===== config.mk =====
export PLATFORM = sky130hd
export DESIGN_NAME = debounce_sync
export DESIGN_NICKNAME = d
export VERILOG_FILES = /design/src/rtl/debounce_sync.sv
export SDC_FILE = /design/constraint.sdc
export NUM_CORES = 1
export LEC_CHECK = 0
export ABC_AREA = 1
export CORE_ASPECT_RATIO = 0.8
export CORE_MARGIN = 8
export CORE_UTILIZATION = 35
export CTS_CLUSTER_DIAMETER = 100
export DETAILED_ROUTE_END_ITERATION = 10
export DONT_BUFFER_PORTS = 1
export SLEW_MARGIN = 20
export SYNTH_ARGS = -nofsm -noshare
export SYNTH_HDL_FRONTEND = slang
export SYNTH_SLANG_ARGS = --single-unit
export TNS_END_PERCENT = 10

===== constraint.sdc =====
create_clock -name clk -period 1.8 [get_ports clk]
set_clock_uncertainty 0.2 [all_clocks]
set_input_delay 0.36 -clock clk [delete_from_list [all_inputs] [get_ports clk]]
set_output_delay 0.36 -clock clk [all_outputs]
set_load 0.02 [all_outputs]

===== src/rtl/debounce_sync.sv =====
// Conditions one asynchronous, bouncing input into a synchronized, debounced
// level with registered rise/fall pulses and a saturating glitch counter.
module debounce_sync #(
   parameter int SYNC_STAGES     = 2,
   parameter int DEBOUNCE_CYCLES = 16
) (
   input  logic       clk,
   input  logic       reset_n,
   input  logic       enable,
   input  logic       din,
   output logic       dout,
   output logic       rise_pulse,
   output logic       fall_pulse,
   output logic       busy,
   output logic [7:0] glitch_count
);

   localparam int CNT_W = $clog2(DEBOUNCE_CYCLES + 1);
   localparam logic [CNT_W-1:0] CNT_LAST = CNT_W'(DEBOUNCE_CYCLES - 1);

   typedef enum logic [0:0] {
      ST_STABLE   = 1'b0,
      ST_COUNTING = 1'b1
   } state_t;

   function automatic logic [7:0] sat_inc8(input logic [7:0] v);
      return (v == 8'hFF) ? v : v + 8'd1;
   endfunction

   logic [SYNC_STAGES-1:0] sync_r;
   logic                   s_s;
   state_t                 state_r, state_s;
   logic [CNT_W-1:0]       cnt_r, cnt_s;
   logic                   dout_r, dout_s;
   logic                   rise_r, rise_s;
   logic                   fall_r, fall_s;
   logic                   busy_r;
   logic [7:0]             glitch_r, glitch_s;

   assign s_s          = sync_r[SYNC_STAGES-1];
   assign dout         = dout_r;
   assign rise_pulse   = rise_r;
   assign fall_pulse   = fall_r;
   assign busy         = busy_r;
   assign glitch_count = glitch_r;

   // Metastability synchronizer chain; shifts regardless of enable.
   always_ff @(posedge clk or negedge reset_n) begin
      if (!reset_n) begin
         sync_r <= '0;
      end else begin
         sync_r <= {sync_r[SYNC_STAGES-2:0], din};
      end
   end

   // Next-state and next-output logic for the debounce FSM.
   always_comb begin
      state_s  = state_r;
      cnt_s    = '0;
      dout_s   = dout_r;
      rise_s   = 1'b0;
      fall_s   = 1'b0;
      glitch_s = glitch_r;
      case (state_r)
         ST_STABLE: begin
            if (enable && (s_s != dout_r)) begin
               state_s = ST_COUNTING;
               cnt_s   = CNT_W'(1);
            end else begin
               state_s = ST_STABLE;
            end
         end
         ST_COUNTING: begin
            // Abort beats glitch, and glitch beats terminal count.
            if (!enable) begin
               state_s = ST_STABLE;
            end else if (s_s == dout_r) begin
               state_s  = ST_STABLE;
               glitch_s = sat_inc8(glitch_r);
            end else if (cnt_r == CNT_LAST) begin
               state_s = ST_STABLE;
               dout_s  = s_s;
               rise_s  = s_s;
               fall_s  = ~s_s;
            end else begin
               cnt_s = cnt_r + CNT_W'(1);
            end
         end
         default: begin
            state_s = ST_STABLE;
         end
      endcase
   end

   // FSM state, counter and registered outputs.
   always_ff @(posedge clk or negedge reset_n) begin
      if (!reset_n) begin
         state_r  <= ST_STABLE;
         cnt_r    <= '0;
         dout_r   <= 1'b0;
         rise_r   <= 1'b0;
         fall_r   <= 1'b0;
         busy_r   <= 1'b0;
         glitch_r <= 8'd0;
      end else begin
         state_r  <= state_s;
         cnt_r    <= cnt_s;
         dout_r   <= dout_s;
         rise_r   <= rise_s;
         fall_r   <= fall_s;
         busy_r   <= (state_s == ST_COUNTING);
         glitch_r <= glitch_s;
      end
   end

endmodule


### Yosys cells after proc, flatten, opt, wreduce, memory -nomap -nowiden

Cells that the tools add are included.

| storage, ports and cells | value |
|---|---|
| bits in registers | 19 |
| input port bits | 4 |
| output and inout bits | 12 |

| cells by class | value |
|---|---|
| add/subtract/negate cells | 2 |
| eq/ne operators | 4 |
| mux-type cells | 18 |
| bitwise logic cells | 4 |
| reduce and logical (&&, ||, !) cells | 3 |

Operators by type and width:

| cell | count |
|---|---|
| $mux W5 | 3 |
| $mux W1 | 13 |
| $pmux W5 S2 | 1 |
| $add A8 B1 Y8 const B | 1 |
| $eq A8 B8 Y1 const B | 1 |
| $reduce_and A4 Y1 | 2 |
| $add A5 B1 Y5 const B | 1 |
| $eq A5 B4 Y1 const B | 1 |
| $not A1 Y1 | 4 |
| $pmux W1 S2 | 1 |
| $eq A1 B1 Y1 | 1 |
| $logic_and A1 B1 Y1 | 1 |
| $ne A1 B1 Y1 | 1 |

### Longest topological paths before layout

Gate-level depths: netlist of the first run.

| logic depth | value |
|---|---|
| word-level depth | 5 |
| depth in mapped cells | 8 |
| depth with buffers taken out | 8 |

### Worst setup path before layout of the first run

OpenSTA, ideal clock, no wires.

| path | value |
|---|---|
| kind | flip-flop to flip-flop |
| from | register glitch_r[0] (netlist: glitch_count[0]) |
| to | register glitch_r[4] (netlist: glitch_count[4]) |
| setup time | 0.065 ns |
| arrival time | 1.276 ns |
| setup slack | 0.259 ns |
| cell stages (with the launch flop) | 9 |
| period minus slack after synthesis | 1.541 ns |
| cells stage by stage | dfrtp_1 -> ha_1 -> nand2_1 -> nor2_2 -> nand2_4 -> nand2_1 -> nor2_2 -> nand2_1 -> nand2_1 |

| between the ends | value |
|---|---|
| cells in the longest elaborated chain, start to end | 3 |

RTL lines:

| element | RTL line | source |
|---|---|---|
| start: declaration | 38 | `logic [7:0] glitch_r, glitch_s;` |
| start signal: assignment | 112 | `glitch_r <= glitch_s;` |
| parallel branches: the longest is 3 deep, another holds $add A8 B1 Y8 | -- |  |

Several ways; the timed one is not identified.
A chain may end at the register's enable or synchronous reset.

### Worst setup path after layout of the first run

| path | value |
|---|---|
| from | register glitch_r[0] (netlist: glitch_count[0]) |
| to | register glitch_r[5] (netlist: glitch_count[5]) |

The elaborated chain is that of the path after synthesis.

==> summary.txt, run 1 <==
Run status
  – Status: finished, final reports clean

Power
  – Logic pwr share: a little under a fifth
  – Net switching power: 287.8 uW
  – Clock share of power: 24.3%
  – Leak Pwr: about 0.00056 uW
  – Internal: ~610 uW
  – Peak supply drop: between 300 and 400 uV
  – Tot Pwr: just under 900 uW
  – Pwr/cell area: approximately 800 nW/um^2
  – Sequential share of power: ~57%
  – Switching share of power: 32.17%

Timing
  – Final setup TNS: 0 ns
  – Final Cycle Share: 86.73%
  – Peak Freq: 640.6 MHz
  – Slew @ Worst Pin: 0.8424 ns
  – Worst setup margin: 0.2389 ns
  – RSZ-0062 raised after global routing: false
  – Final max-slew violation count: 0
  – Worst slew margin: 43.66%
  – Hold slack: 0.02219 ns
  – Count of final hold-check violations: 0
  – Setup-failing EPs final: 0
  – Min Tclk post-route: 1.561 ns

Synth
  – Synth top area cells: dfrtp_1, nand2_1, inv_1
  – Cells after Synth: 113
  – YS warnings: 0
  – Post-synth cell types: 19
  – Post-synth EDFFs: 0
  – Flip-flop and latch count after synthesis: 19
  – Synth Flop Type: dfrtp_1
  – Most common cell in the netlist: nand2_1
  – Area leader, netlist: dfrtp_1
  – Yosys top cell area share: 48.66%
  – Register area share after synthesis: 48.66%
  – Mapped Area: 977.2 um^2
  – Most common library cells after synthesis: nand2_1, dfrtp_1, inv_1
  – Net count after synthesis: 119
  – Mean post-synth cell area: 8.648 um^2
  – FFs w/ async S/R, synth: between 90% and 100%

Critical path
  – Setup CP Type: flop to flop
  – R2R depth: 8
  – Reg2Reg Setup Slack: 0.24 ns
  – Worst path cell trace: ha_1 > nand2_1 > nor2_2 > nand2_4 > nand2_1 > nor2_2 > nand2_1 > nand2_1
  – Worst path required time: roughly 1.8 ns
  – CP endpoint kind: flop
  – Max stage delay on crit path: 0.40 ns
  – Element type at the critical path start: flop
  – Buffers & Inverters on Critical Path: 0
  – Worst path arrival time: 1.60 ns
  – Cell mode on critical path: nand2_1
  – Max stage delay cell, worst path: dfrtp_1
  – Critical Path Fanout Max: 5
  – Worst flop-to-flop path startpoint: glitch_count[0]$_DFFE_PN0P_
  – Worst R2R End: glitch_count[5]$_DFFE_PN0P_
  – Crit path max-delay family: simple AND/OR/NAND/NOR gates

Global route
  – First-pass GRT wire length: 3312 um
  – GRT Total Usage: 8.900%
  – Vias in the first global route: 748
  – Largest net degree at the start of global routing: 20
  – Initial antenna violation count: 0
  – GRT Residual Overflow: 0

Clock network
  – Cts repair resizes: 0
  – Worst-path clk slew: 0.11 ns
  – CTS tree: built
  – Hold_buf cts: 2
  – Clock sink count: 19
  – Root Buffer: clkbuf_4
  – CTS buffer count: 3
  – Post-CTS repair timing setup buffer count: 0
  – Clk buf depth: 2
  – H-tree Lvls: 1
  – Clk_lat worst skew: 0.29 ns

Detailed routing
  – DR DRC count: 0
  – Routed wire length: 1894 um
  – DR WL/cell: approximately 12 um
  – Vias: 728
  – DRT Pass-1 Iters: 3
  – Vias per cell: 4.550
  – Iter 0 DRT Violations: 17
  – Antenna Nets Post-Route: 0

Place
  – Post-DP HPWL: 1442 um
  – Dpl ws: 0.2573 ns
  – Routability cong.: approximately 0.77
  – I/O Buffers: 0

Die
  – Die Area: 4749 um^2
  – Initial Util: 36.17%
  – Top-Level Pins: 16
  – Die height: 63.26 um
  – Core Area: between 2000 and 3000 um^2
  – Die Wd: 75.08 um
  – Std cell rows: 17

Final layout
  – NumNets Final: 129
  – Synth-to-layout area growth: 11.91%
  – Share of layout cells above drive strength 1: between 15 and 20%
  – N_diodes: 0

Worst hold path
  – Worst hold path class: input port to flop
  – Worst hold stages: 2
  – Hold wc startpoint: enable
  – WHS Endpoint: glitch_count[1]$_DFFE_PN0P_

Job
  – Max_cap viols: 0
-- worst register-to-register path, delay by kind of cell, from the launching register on --
kind,cells,cell delay (ns)
DFF,1,0.40
adders and majority gates,1,0.22
and+or+nand+nor,7,0.69
-- through the flow --
step | utilization, % | area (um^2) | std cells
global route | 40.48 | 1094 | 160
floorplan | - | 977.2 | 113
finish | 40.48 | 1094 | 160
detailed placement | 38.77 | 1047 | 154
global placement | 38.77 | 1047 | 154
CTS | 40.48 | 1094 | 160
-- routing by layer --
layer	routed length, um	part of all wire, %	vias up	GRT usage, %
li1	-	-	370	-
met1	804	42	343	9.326
met2	968	51	10	15.63
met5	0	0	-	0
met3	74	3.9	5	1.896
met4	46	2.4	0	5.122
-- worst max-delay path by stage --
stage / cells after the start / startpoint / to
2_1_floorplan: 8 / glitch_count[0]$_DFFE_PN0P_ / glitch_count[4]$_DFFE_PN0P_
3_3_place_gp: 8 / glitch_count[0]$_DFFE_PN0P_ / glitch_count[7]$_DFFE_PN0P_
3_5_place_dp: 8 / glitch_count[0]$_DFFE_PN0P_ / glitch_count[5]$_DFFE_PN0P_
4_1_cts: 8 / glitch_count[0]$_DFFE_PN0P_ / glitch_count[5]$_DFFE_PN0P_
5_1_grt: 6 / cnt_r[0]$_DFF_PN0_ / dout$_DFFE_PN0P_
6_report: 8 / glitch_count[0]$_DFFE_PN0P_ / glitch_count[5]$_DFFE_PN0P_
-- cell usage in the layout, fill, tap and decap left out --
cell type | Yosys | final
inv_2 | 2 | 2
ha_1 | 2 | 2
inv_1 | 12 | 12
nand2_4 | 3 | 3
clkbuf_4 | 0 | 3
clkbuf_1 | 0 | 1
nand3_4 | 1 | 1
xnor2_1 | 1 | 1
nor2_2 | 2 | 2
nor3b_1 | 1 | 1
nand2_2 | 3 | 3
dlygate4sd3_1 | 0 | 2
nand2_1 | 38 | 38
nand3b_1 | 1 | 1
nand3_1 | 6 | 6
nor2_8 | 1 | 1
buf_4 | 0 | 3
nor2_4 | 2 | 2
xor2_1 | 4 | 4
dfrtp_1 | 19 | 19
nor2_1 | 10 | 10
o21ai_0 | 1 | 1
nand4_1 | 4 | 4
-- power groups by stage --
stage               logic [uW]  registers, uW  clock network (uW)
floorplan                 81.4            540                   0
global placement           146            523                   0
detailed placement         151            525                   0
CTS                        164            516                 226
global route               184            521                 244
finish                     162            515                 218
-- flip-flops by register name, indices dropped and copies added (netlist names) --
signal and count:
fall_pulse 1, sync_r 2, glitch_count 8, rise_pulse 1
dout 1, busy 1, cnt_r 5
-- kinds of logic (layout without fill, tap and decap cells) --
family / count (synthesis) / after routing / share of synthesized area (%)
compound gates: 1 / 1 / 0.5117
xor+xnor: 5 / 5 / 4.481
fa+ha+maj: 2 / 2 / 2.560
buf+inv: 14 / 23 / 5.378
flops: 19 / 19 / 48.66
simple gates: 72 / 72 / 38.41
-- final cells by class --
| class | count | area (um^2) |
|---|---|---|
| Multi-Input combinational cell | 80 | 449.2 |
| Inverter | 14 | 52.55 |
| Fill cell | 277 | 1608 |
| Sequential cell | 19 | 475.5 |
| Timing Repair Buffer | 5 | 42.54 |
| Clock buffer | 4 | 26.28 |
| Tap cell | 38 | 47.55 |
No activity file was read; power rests on OpenSTA's default activity.
==> run 2, diff against run 1 <==
--- a/config.mk
+++ b/config.mk
@@ -9,9 +9,9 @@
 export CORE_ASPECT_RATIO = 0.8
 export CORE_MARGIN = 8
 export CORE_UTILIZATION = 35
-export CTS_CLUSTER_DIAMETER = 100
 export DETAILED_ROUTE_END_ITERATION = 10
 export DONT_BUFFER_PORTS = 1
+export PLACE_DENSITY_LB_ADDON = 0.3
 export SLEW_MARGIN = 20
 export SYNTH_ARGS = -nofsm -noshare
 export SYNTH_HDL_FRONTEND = slang
==> run 2 against run 1 <==
Compared with the run above: core utilization stayed put; first-iteration DRC count is 29% higher; cell area stayed put; maximum frequency hardly changed; sequential power hardly changed; count of clock-buffer cells in the layout stayed put; register-to-register slack hardly changed; flip-flop and latch count stayed put; die area stayed put; clock power hardly changed; final cell count stayed put; critical path type unchanged.
==> summary.txt, run 2 (synthesis results as in run 1) <==
Timing
  – Setup-failing EPs final: 0 (unchanged)
  – Slew @ Worst Pin: 0.8277 ns (was 0.8424 ns)
  – Worst slew margin: 44.64% (was 43.66%)
  – Final Cycle Share: 86.76% (was 86.73%)
  – RSZ-0062 raised after global routing: false (unchanged)
  – Final max-slew violation count: 0 (unchanged)
  – Peak Freq: 640.4 MHz (was 640.6 MHz)
  – Count of final hold-check violations: 0 (unchanged)
  – Final setup TNS: 0 ns (unchanged)
  – Min Tclk post-route: 1.562 ns (was 1.561 ns)

Die
  – Die Area: 4749 um^2 (unchanged)
  – Core Area: 2701 um^2 (unchanged)
  – Die height: 63.26 um (unchanged)
  – Top-Level Pins: 16 (unchanged)
  – Std cell rows: 17 (unchanged)
  – Die Wd: 75.08 um (unchanged)
  – Initial Util: 36.17% (unchanged)

Detailed routing
  – Iter 0 DRT Violations: 22 (was 17)
  – Antenna Nets Post-Route: 0 (unchanged)
  – Vias per cell: 4.425 (was 4.550)
  – DR DRC count: 0 (unchanged)
  – Routed wire length: 1810 um (was 1894 um)
  – Vias: 708 (was 728)
  – DR WL/cell: 11.31 um (was 11.84 um)
  – DRT Pass-1 Iters: 4 (was 3)

Global route
  – Largest net degree at the start of global routing: 20 (unchanged)
  – First-pass GRT wire length: 3201 um (was 3312 um)
  – Vias in the first global route: 705 (was 748)
  – GRT Residual Overflow: 0 (unchanged)
  – Initial antenna violation count: 0 (unchanged)
  – GRT Total Usage: 8.778% (was 8.900%)

Final layout
  – Final Cell Area: 1094 um^2 (unchanged)
  – Max reg flops: 8 (unchanged)
  – Post-Layout Cell Count: 160 (unchanged)
  – Synth-to-layout area growth: 11.91% (unchanged)
  – Commonest cells after routing, fill and taps aside: nand2_1, dfrtp_1, inv_1 (unchanged)
  – N_diodes: 0 (unchanged)
  – Commonest non-fill, non-tap cell in the layout: nand2_1 (unchanged)
  – Share of layout cells above drive strength 1: 16.39% (unchanged)
  – NumNets Final: 129 (unchanged)

Critical path
  – CP endpoint kind: flop (unchanged)
  – Element type at the critical path start: flop (unchanged)
  – Setup CP Type: flop to flop (unchanged)
  – Critical Path Fanout Max: 5 (unchanged)
  – Worst path arrival time: 1.61 ns (was 1.60 ns)
  – Worst path required time: 1.85 ns (was 1.84 ns)

Run status
  – Status: finished, final reports clean (unchanged)

Clock network
  – CTS tree: built (unchanged)
  – Clock sink count: 19 (unchanged)
  – Clk_lat worst skew: 0.30 ns (was 0.29 ns)
  – Worst-path clk slew: 0.10 ns (was 0.11 ns)
  – Clk buf depth: 2 (unchanged)
  – H-tree Lvls: 1 (unchanged)
  – Post-CTS repair timing setup buffer count: 0 (unchanged)
  – Hold_buf cts: 2 (unchanged)
  – CTS buffer count: 3 (unchanged)
  – Cts repair resizes: 0 (unchanged)
  – Root Buffer: clkbuf_4 (unchanged)

Place
  – Routability cong.: 0.7767 (was 0.7685)
  – I/O Buffers: 0 (unchanged)
  – Placed Instance Area: 1047 um^2 (unchanged)
  – Dpl cells: 154 (unchanged)
  – Post-DP HPWL: 1389 um (was 1442 um)

Worst hold path
  – Worst hold path class: input port to flop (unchanged)

Power
  – Leak Pwr: 0.0005618 uW (unchanged)
  – Pwr/cell area: 817.8 nW/um^2 (was 818.0 nW/um^2)
  – Peak supply drop: 374.8 uV (was 389.7 uV)

Job
  – Max_cap viols: 0 (unchanged)
-- run 2: report_power, final --
part | switching, uW | internal [uW]
Combinational | 98.8 | 61.4
Sequential | 55.3 | 459
Clock | 133 | 86.4
Total | 287 | 607
-- run 2: worst paths after layout --
path                                          endpoint  cells after the start                         from  slack, ns
hold reg to reg                    sync_r[1]$_DFF_PN0_                      0          sync_r[0]$_DFF_PN0_       0.16
min in group asynchronous         rise_pulse$_DFF_PN0_                      1                      reset_n       0.39
hold / removal             glitch_count[0]$_DFFE_PN0P_                      2                       enable       0.01
setup / recovery           glitch_count[7]$_DFFE_PN0P_                      8  glitch_count[0]$_DFFE_PN0P_       0.24
max in group asynchronous  glitch_count[6]$_DFFE_PN0P_                      1                      reset_n       0.50
setup reg to reg           glitch_count[7]$_DFFE_PN0P_                      8  glitch_count[0]$_DFFE_PN0P_       0.24
-- run 2: routing by layer --
metal | wire (um) | share of wire [%] | GRT usage [%] | vias to the layer above
met5 | 0 | 0 | 0 | -
met4 | 55 | 3.0 | 6.585 | 0
met3 | 87 | 4.8 | 2.054 | 5
met2 | 867 | 48 | 13.90 | 14
met1 | 799 | 44 | 9.806 | 321
li1 | - | - | - | 368
-- run 2: final cells by class --
| class | instances | area (um^2) |
|---|---|---|
| clock buffers | 4 | 26.28 |
| inverters | 14 | 52.55 |
| repair buffers | 5 | 42.54 |
| flip-flops and latches | 19 | 475.5 |
| fillers | 269 | 1608 |
| multi-input cells | 80 | 449.2 |
| well taps | 38 | 47.55 |
-- run 2: metrics by stage --
stage          hold WS, ns  worst slack (ns)  power, uW  utilization (%)
3_5_place_dp       -0.1351            0.2585      673.6            38.77
6_report           0.01377            0.2384      894.3            40.48
5_1_grt           0.003461            0.1390      956.7            40.48
4_1_cts           0.004831            0.2246      906.2            40.48
2_1_floorplan      -0.1356            0.2593      621.1                -
3_3_place_gp       -0.1351            0.2741      667.9            38.77
-- run 2: critical path, cell delays in order, from the launching register on --
cell     delay (ns)
dfrtp_1        0.40
ha_1           0.22
nand2_1        0.13
nor2_2         0.06
nand2_4        0.09
nand2_1        0.06
nor2_2         0.17
nand2_1        0.09
nand2_1        0.07
==> run 3, diff against run 2 <==
--- a/config.mk
+++ b/config.mk
@@ -7,11 +7,11 @@
 export LEC_CHECK = 0
 export ABC_AREA = 1
 export CORE_ASPECT_RATIO = 0.8
-export CORE_MARGIN = 8
-export CORE_UTILIZATION = 35
+export CORE_UTILIZATION = 45
 export DETAILED_ROUTE_END_ITERATION = 10
 export DONT_BUFFER_PORTS = 1
 export PLACE_DENSITY_LB_ADDON = 0.3
+export SKIP_CTS_REPAIR_TIMING = 1
 export SLEW_MARGIN = 20
 export SYNTH_ARGS = -nofsm -noshare
 export SYNTH_HDL_FRONTEND = slang
==> run 3 against run 2 <==
Compared with the run above: via count rose by 2.4%; sequential power barely moved; flip-flop and latch count did not move; combinational power barely moved; critical endpoint unchanged; critical path type unchanged; global-route usage rose by 8.3 points.
==> summary.txt, run 3 (synthesis results as in run 1) <==
Global route
  – Largest net degree at the start of global routing: 20 (unchanged)
  – First-pass GRT wire length: 2766 um (was 3201 um)
  – GRT Total Usage: 17.05% (was 8.778%)
  – GRT Residual Overflow: 0 (unchanged)
  – Vias in the first global route: 607 (was 705)
  – Initial antenna violation count: 0 (unchanged)

Final layout
  – N_diodes: 0 (unchanged)
  – Max reg flops: 8 (unchanged)
  – Fill cells: 177 (was 269)
  – Post-Layout Cell Count: 147 (was 160)
  – NumNets Final: 130 (was 129)
  – Utilization after layout: 55.23% (was 40.48%)
  – Commonest non-fill, non-tap cell in the layout: nand2_1 (unchanged)
  – Synth-to-layout area growth: 10.88% (was 11.91%)
  – Commonest cells after routing, fill and taps aside: nand2_1, dfrtp_1, inv_1 (unchanged)
  – Share of layout cells above drive strength 1: 17.07% (was 16.39%)

Detailed routing
  – Vias per cell: 4.932 (was 4.425)
  – Antenna Nets Post-Route: 0 (unchanged)
  – DR DRC count: 0 (unchanged)
  – Routed wire length: 1627 um (was 1810 um)
  – Iter 0 DRT Violations: 15 (was 22)
  – DRT Pass-1 Iters: 4 (unchanged)
  – DR WL/cell: 11.07 um (was 11.31 um)
  – Vias: 725 (was 708)

Clock network
  – CTS tree: built (unchanged)
  – Root Buffer: clkbuf_4 (unchanged)
  – Clk buf depth: 2 (unchanged)
  – Clk_lat worst skew: 0.29 ns (was 0.30 ns)
  – Clock sink count: 19 (unchanged)
  – H-tree Lvls: 1 (unchanged)
  – Worst-path clk slew: 0.10 ns (about the same)
  – CTS buffer count: 3 (unchanged)

Timing
  – Count of final hold-check violations: 0 (unchanged)
  – Peak Freq: 642.1 MHz (was 640.4 MHz)
  – Slew @ Worst Pin: 0.8263 ns (was 0.8277 ns)
  – Worst setup margin: 0.2426 ns (was 0.2384 ns)
  – Worst slew margin: 44.73% (was 44.64%)
  – Final Cycle Share: 86.52% (was 86.76%)
  – Setup-failing EPs final: 0 (unchanged)
  – Min Tclk post-route: 1.557 ns (was 1.562 ns)
  – Final max-slew violation count: 0 (unchanged)
  – Final setup TNS: 0 ns (unchanged)
  – RSZ-0062 raised after global routing: false (unchanged)

Power
  – Sequential share of power: 58.3% (was 57.5%)
  – Pwr/cell area: 812.1 nW/um^2 (was 817.8 nW/um^2)
  – Logic pwr share: 18.3% (was 17.9%)
  – Net switching power: 273.2 uW (was 287.2 uW)
  – Switching share of power: 31.05% (was 32.11%)
  – Leak Pwr: 0.0005672 uW (was 0.0005618 uW)
  – Clock share of power: 23.4% (was 24.5%)
  – Peak supply drop: 687.8 uV (was 374.8 uV)
  – Tot Pwr: 879.9 uW (was 894.3 uW)
  – Internal: 606.7 uW (was 607.1 uW)

Worst hold path
  – WHS Endpoint: busy$_DFF_PN0_ (was glitch_count[0]$_DFFE_PN0P_)
  – Hold wc startpoint: enable (unchanged)
  – Worst hold path class: input port to flop (unchanged)
  – Worst hold stages: 2 (unchanged)

Place
  – Routability cong.: 0.7543 (was 0.7767)
  – Post-DP HPWL: 1247 um (was 1389 um)
  – I/O Buffers: 0 (unchanged)
  – Dpl ws: 0.2636 ns (was 0.2585 ns)
  – Dpl cells: 141 (was 154)

Die
  – Die Wd: 54.10 um (was 75.08 um)
  – Core Area: 1962 um^2 (was 2701 um^2)
  – Initial Util: 49.81% (was 36.17%)
  – Top-Level Pins: 16 (unchanged)
  – Die Area: 2363 um^2 (was 4749 um^2)
  – Die height: 43.68 um (was 63.26 um)
  – Std cell rows: 14 (was 17)

Critical path
  – Setup CP Type: flop to flop (unchanged)
  – Worst path cell trace: ha_1 > nand2_1 > nor2_2 > nand2_4 > nand2_1 > nor2_2 > nand2_1 > nand2_1 (unchanged)
  – Worst flop-to-flop path startpoint: glitch_count[0]$_DFFE_PN0P_ (unchanged)
  – Worst R2R End: glitch_count[7]$_DFFE_PN0P_ (unchanged)
  – Buffers & Inverters on Critical Path: 0 (unchanged)
  – Crit path max-delay family: simple AND/OR/NAND/NOR gates (unchanged)
  – Max stage delay cell, worst path: dfrtp_1 (unchanged)
  – Reg2Reg Setup Slack: 0.24 ns (about the same)
  – Worst path arrival time: 1.59 ns (was 1.61 ns)
  – Max stage delay on crit path: 0.40 ns (about the same)
  – CP endpoint kind: flop (unchanged)
  – Critical Path Fanout Max: 5 (unchanged)
  – Cell mode on critical path: nand2_1 (unchanged)
  – Worst path required time: 1.84 ns (was 1.85 ns)
  – Element type at the critical path start: flop (unchanged)
  – R2R depth: 8 (unchanged)

Job
  – Max_cap viols: 0 (unchanged)

Run status
  – Status: finished, final reports clean (unchanged)
-- run 3: cell count changes in the layout (fill, tap and decap cells not counted) --
cell	before	now
buf_4	3	4
-- run 3: layout make-up --
type,count,area [um^2],area share [%]
Inverter,14,52.55,4.850
Clock buffer,4,26.28,2.425
Timing Repair Buffer,6,50.05,4.619
Sequential cell,19,475.5,43.88
Multi-Input combinational cell,80,449.2,41.45
Tap cell,24,30.03,2.771
-- run 3: layer usage --
metal	vias up	wire [um]	global-route usage, %	part of all wire [%]
met2	25	632	21.73	39
met3	2	155	9.825	9.5
met4	0	13	4.615	0.80
li1	373	-	-	-
met1	325	825	24.39	51
met5	-	0	0	0
-- run 3: how the worst max path moves through the flow --
stage,start,end,slack (ns),depth (start not counted)
after floorplan,glitch_count[0]$_DFFE_PN0P_,glitch_count[4]$_DFFE_PN0P_,0.26,8
after CTS,glitch_count[0]$_DFFE_PN0P_,glitch_count[7]$_DFFE_PN0P_,0.24,8
final,glitch_count[0]$_DFFE_PN0P_,glitch_count[7]$_DFFE_PN0P_,0.24,8
after global placement,glitch_count[0]$_DFFE_PN0P_,glitch_count[7]$_DFFE_PN0P_,0.32,8
after detailed placement,glitch_count[0]$_DFFE_PN0P_,glitch_count[7]$_DFFE_PN0P_,0.26,8
after global routing,glitch_count[0]$_DFFE_PN0P_,glitch_count[5]$_DFFE_PN0P_,0.10,8
-- run 3: power by group through the flow --
| stage | registers, uW | logic [uW] | clock network, uW |
|---|---|---|---|
| floorplan | 540 | 81.4 | 0 |
| global placement | 520 | 144 | 0 |
| detailed placement | 522 | 148 | 0 |
| CTS | 513 | 152 | 219 |
| global route | 520 | 185 | 238 |
| finish | 513 | 161 | 206 |
-- run 3: stage by stage --
step | hold WS [ns] | cell area [um^2]
5_1_grt | 0.01058 | 1084
3_3_place_gp | -0.1352 | 1037
2_1_floorplan | -0.1356 | 977.2
4_1_cts | -0.4672 | 1064
6_report | 0.03480 | 1084
3_5_place_dp | -0.1351 | 1037
